$ cat config.mk
export PLATFORM = sky130hd
export DESIGN_NAME = display_serializer
export DESIGN_NICKNAME = d
export VERILOG_FILES = /design/src/rtl/display_pkg.sv /design/src/rtl/display_fifo.sv /design/src/rtl/display_serializer.sv
export SDC_FILE = /design/constraint.sdc
export NUM_CORES = 1
export LEC_CHECK = 0
export CAP_MARGIN = 10
export CORE_MARGIN = 2
export CORE_UTILIZATION = 50
export CTS_CLUSTER_DIAMETER = 60
export CTS_CLUSTER_SIZE = 20
export DETAILED_ROUTE_END_ITERATION = 10
export PLACE_DENSITY = 0.73
export SYNTH_ARGS = -nofsm -noshare
export SYNTH_HDL_FRONTEND = slang
export SYNTH_HIERARCHICAL = 1
export SYNTH_SLANG_ARGS = --single-unit
$ cat constraint.sdc
create_clock -name clk -period 2.4 [get_ports clk]
set_input_delay 0.72 -clock clk [delete_from_list [all_inputs] [get_ports clk]]
set_output_delay 0.72 -clock clk [all_outputs]
set_load 0.005 [all_outputs]
$ cat src/rtl/display_pkg.sv
// Shared state encoding and default sizing for the display serializer.
package display_pkg;

    localparam int unsigned DefDataW = 8;
    localparam int unsigned DefDepth = 4;

    typedef enum logic [1:0] {
        StIdle  = 2'd0,
        StLoad  = 2'd1,
        StShift = 2'd2,
        StDone  = 2'd3
    } state_e;

    // Occupancy counter must hold 0..depth inclusive.
    function automatic int unsigned cnt_width(input int unsigned depth);
        return $clog2(depth) + 1;
    endfunction

endpackage

$ cat src/rtl/display_fifo.sv
// Word FIFO feeding the serializer: storage, wrapping pointers and occupancy count.
module display_fifo
    import display_pkg::*;
#(
    parameter int unsigned DATA_W = DefDataW,
    parameter int unsigned DEPTH  = DefDepth,
    parameter int unsigned CNT_W  = cnt_width(DEPTH)
) (
    input  logic              clk,
    input  logic              rst,
    input  logic              push,
    input  logic [DATA_W-1:0] wdata,
    input  logic              pop,
    output logic [DATA_W-1:0] rdata,
    output logic [CNT_W-1:0]  count,
    output logic              full,
    output logic              empty
);

    localparam int unsigned PTR_W = $clog2(DEPTH);

    logic [DATA_W-1:0] mem_q [DEPTH];
    logic [PTR_W-1:0]  wr_ptr_q;
    logic [PTR_W-1:0]  rd_ptr_q;
    logic [CNT_W-1:0]  count_q;
    logic              do_push;
    logic              do_pop;

    assign full    = (count_q == CNT_W'(DEPTH));
    assign empty   = (count_q == '0);
    assign count   = count_q;
    assign rdata   = mem_q[rd_ptr_q];
    assign do_push = push && !full;
    assign do_pop  = pop && !empty;

    // Power-of-two depth lets the pointers wrap by plain overflow.
    always_ff @(posedge clk or negedge rst) begin
        if (!rst) begin
            wr_ptr_q <= '0;
            rd_ptr_q <= '0;
            count_q  <= '0;
        end else begin
            if (do_push) wr_ptr_q <= wr_ptr_q + 1'b1;
            if (do_pop)  rd_ptr_q <= rd_ptr_q + 1'b1;
            case ({do_push, do_pop})
                2'b10:   count_q <= count_q + 1'b1;
                2'b01:   count_q <= count_q - 1'b1;
                default: count_q <= count_q;
            endcase
        end
    end

    always_ff @(posedge clk) begin
        if (do_push) mem_q[wr_ptr_q] <= wdata;
    end

endmodule

$ cat src/rtl/display_serializer.sv
// Buffers display words and shifts each one out as a framed serial stream,
// in MSB-first or LSB-first order as selected when the frame is loaded.
module display_serializer
    import display_pkg::*;
#(
    parameter int unsigned DATA_W = DefDataW,
    parameter int unsigned DEPTH  = DefDepth,
    parameter int unsigned CNT_W  = cnt_width(DEPTH)
) (
    input  logic              clk,
    input  logic              rst,
    input  logic              in_valid,
    output logic              in_ready,
    input  logic [DATA_W-1:0] data_in,
    input  logic              msb_first,
    output logic              ser_out,
    output logic              ser_valid,
    output logic              frame_done,
    output logic [CNT_W-1:0]  fifo_count
);

    localparam int unsigned BIT_W = (DATA_W > 1) ? $clog2(DATA_W) : 1;

    state_e            state_q;
    logic [DATA_W-1:0] shreg_q;
    logic              frame_msb_q;
    logic [BIT_W-1:0]  bit_cnt_q;
    logic [DATA_W-1:0] head;
    logic              fifo_full;
    logic              fifo_empty;
    logic              pop;

    assign in_ready = !fifo_full;
    assign pop      = (state_q == StLoad) && !fifo_empty;

    display_fifo #(
        .DATA_W (DATA_W),
        .DEPTH  (DEPTH),
        .CNT_W  (CNT_W)
    ) u_fifo (
        .clk   (clk),
        .rst   (rst),
        .push  (in_valid),
        .wdata (data_in),
        .pop   (pop),
        .rdata (head),
        .count (fifo_count),
        .full  (fifo_full),
        .empty (fifo_empty)
    );

    // Outputs are registered, so each SHIFT cycle's bit appears one cycle after it.
    always_ff @(posedge clk or negedge rst) begin
        if (!rst) begin
            state_q     <= StIdle;
            shreg_q     <= '0;
            frame_msb_q <= 1'b0;
            bit_cnt_q   <= '0;
            ser_out     <= 1'b0;
            ser_valid   <= 1'b0;
            frame_done  <= 1'b0;
        end else begin
            ser_out    <= 1'b0;
            ser_valid  <= 1'b0;
            frame_done <= 1'b0;
            case (state_q)
                StIdle: begin
                    if (!fifo_empty) state_q <= StLoad;
                end
                StLoad: begin
                    shreg_q     <= head;
                    frame_msb_q <= msb_first;
                    bit_cnt_q   <= '0;
                    state_q     <= StShift;
                end
                StShift: begin
                    ser_valid <= 1'b1;
                    if (frame_msb_q) begin
                        ser_out <= shreg_q[DATA_W-1];
                        shreg_q <= {shreg_q[DATA_W-2:0], 1'b0};
                    end else begin
                        ser_out <= shreg_q[0];
                        shreg_q <= {1'b0, shreg_q[DATA_W-1:1]};
                    end
                    bit_cnt_q <= bit_cnt_q + 1'b1;
                    if (bit_cnt_q == BIT_W'(DATA_W - 1)) state_q <= StDone;
                end
                StDone: begin
                    frame_done <= 1'b1;
                    state_q    <= StIdle;
                end
                default: state_q <= StIdle;
            endcase
        end
    end

endmodule
==> results of run 1 <==
==> stage by stage <==
| stage | total power [mW] | area (sq um) | util [%] |
|---|---|---|---|
| floorplan | 2.69 | 2470 | - |
| global placement | 2.98 | 2720 | 57.2 |
| detailed placement | 3.10 | 2720 | 57.2 |
| global route | 3.79 | 2810 | 59.0 |
| CTS | 3.57 | 2810 | 59.0 |
| finish | 3.52 | 2810 | 59.0 |
==> power by group <==
part	leakage, nW	internal (mW)	switching [mW]	total, mW
combinational	0.476	0.789	0.660	1.45
sequential	0.581	1.35	0.246	1.59
clock	0.0388	0.203	0.269	0.472
total	1.10	2.34	1.17	3.52
==> cell type report <==
type	count	area (sq um)
Tap cell	67	83.8
Clock inverter	2	11.3
Sequential cell	56	1560
Fill cell	383	1950
Timing Repair Buffer	22	210
Inverter	12	45.0
Clock buffer	6	72.6
Multi-Input combinational cell	83	821
==> layer usage <==
metal	wire length (um)	vias up	global-route usage, %
li1	-	611	-
met4	22	0	4.17
met2	2100	11	28.8
met5	0	-	0
met3	72	2	3.25
met1	1630	640	20.6
==> cells by family (layout without fill, tap and decap cells) <==
group | after synthesis | count (layout) | share of synthesized area (%)
buf+inv | 19 | 42 | 3.64
mux | 26 | 26 | 15.2
compound gates | 13 | 13 | 3.19
flops | 56 | 56 | 63.2
fa+ha+maj | 12 | 12 | 6.38
simple gates | 26 | 26 | 6.33
xor+xnor | 6 | 6 | 2.13
==> synthesized netlist by cell type (all sizes together), types with 2 or more instances <==
library cell   n  area (sq um)
edfxtp        32           961
dfrtp         24           601
inv           12          45.0
ha            11           138
mux2           9           105
mux2i          9          90.1
nor2           9          33.8
mux4           8           180
a21oi          6          30.0
buf            6          41.3
and2           4          30.0
nand3          3          15.0
nor2b          3          26.3
xnor2          3          26.3
xor2           3          26.3
a31oi          2          12.5
nand2          2          7.51
nand2b         2          12.5
o21ai          2          10.0
==> worst max-delay path, stage by stage, from the launching register on <==
cell and delay (ns):
dfrtp_1 0.48, nor3b_4 0.28, inv_1 0.07, clkdlybuf4s50_1 0.46
==> how the worst max path moves through the flow <==
stage / start / end / slack [ns] / cells after the start
after floorplan: in_valid / u_fifo/count[2] / 0.46 / 8
after global placement: in_valid / u_fifo/count[2] / 0.06 / 9
after detailed placement: in_valid / u_fifo/count[2] / -0.04 / 9
after CTS: u_fifo/count[0] / in_ready / 0.06 / 3
after global routing: u_fifo/count[0] / in_ready / 0.02 / 3
final: u_fifo/count[0] / in_ready / 0.1 / 3
==> flip-flops by register name (all words and copies together) (netlist names) <==
name / cells
u_fifo/mem_q: 32
shreg_q: 8
bit_cnt_q: 3
u_fifo/count: 3
state_q: 2
u_fifo/rd_ptr_q: 2
u_fifo/wr_ptr_q: 2
frame_done: 1
frame_msb_q: 1
ser_out: 1
ser_valid: 1
==> results.yml, run 1 <==
clock_network:
  cts_resized: 0
  postCtsHoldBufs: 0
  ctsHtreeMaxLevel: 2
  cts-buffers-inserted: 5
  clock_path_buffers: 2
  clockRootBuffer: "clkbuf_8"
  clock_latency_ns: 0.29
  clkSlewWorstSetupHoldPaths_ns: 0.09
  tritoncts: "done"
  cts.sink_count: 56
  post_cts_buffers: 0
timing:
  setup_violations: 0
  max_freq_mhz: 434
  finalHoldViolations: 0
  finClkSkew_ns: 0.00411
  rsz0062_at_grt: "no"
  maxSlewHeadroom_pct: 63.3
  setup_tns_ns: 0
  slew_violations: 0
  fin_ws_ns: 0.0961
  tightest_slew_ns: 0.550
  period_share_pct: 96.0
  hold_ws_ns: 0.514
  period_needed_ns: 2.30
worst_hold_path:
  holdPathStages: 1
  min_to: "bit_cnt_q[0]"
  min_from: "bit_cnt_q[0]"
  hold_class: "flip-flop to flip-flop"
die:
  core_area_sq_um: 4750
  ios: 19
  initial_core_util_pct: 52.0
  fp.dieH_um: 74.3
  die_x_um: 74.3
  std_cell_rows: 25
  die_area_sq_um: 5520
logic_synthesis:
  post_synth_inst_count: 158
  synth.avg_cell_area_sq_um: 15.6
  synthDistinctLibCells: 31
  ys_ff_latch: 56
  async_flop_share_pct: 42.9
  synth_area_sq_um: 2470
  yosysWarningCount: 6
  synth_edf_count: 32
  seq_area_frac_synth_pct: 63.2
  synth_nets: 182
  ys.flop_type: "edfxtp_1"
worst_setup_path:
  cp_max_fo: 6
  start_kind: "flip-flop"
  r2r_start: "state_q[1]"
  arrival_ns: 1.58
  reg2reg_to: "u_fifo/count[2]"
  required_ns: 1.68
  crit_path_end_kind: "primary output"
  reg2reg_depth: 10
  path_class: "flip-flop to primary output"
  ff2ff_setup_slack_ns: 0.26
place:
  dpl_worst_slack_ns: -0.0412
  numPortBuffers: 18
  place.gp.congestion: 0.773
  placedCellCount: 240
  hpwl_um: 2820
global_routing:
  grt_max_degree: 25
  grt_pass1_wl_um: 6580
  grt_use_total_pct: 16.2
  antenna_found_initial: 0
  grt-ovfl-total: 0
  grt_pass1_vias: 1393
drt:
  dr_total_vias: 1264
  ant_nets: 0
  post_drt_wl_per_cell_um: 15.4
  via_per_inst: 5.10
  drc: 0
  routed_wl_um: 3830
  drt_iter0_drc: 62
  firstDrtPassIters: 4
layout:
  fin_nets: 204
  area_delta_synth_final_pct: 13.5
  drive_gt1_share_pct: 18.8
  antenna_cells: 0
  final_cell_count_no_fill: 248
  layout_common_cells: "32 x edfxtp_1, 24 x dfrtp_1, 18 x clkdlybuf4s50_1"
  final_common_cell: "edfxtp_1"
power:
  p_leak_nw: 1.10
  ir_drop_v: 0.000807
  power.density_nw_per_um2: 1250
outcome:
  status: "complete, no violations"
job:
  maxCapViolations: 0
No activity file was read; power rests on OpenSTA's default activity.
==> run 2: changes to the inputs <==
- SKIP_CTS_REPAIR_TIMING: default -> 1
==> results of run 2 <==
Final layout, timing and power as in run 1 (identical DEF).
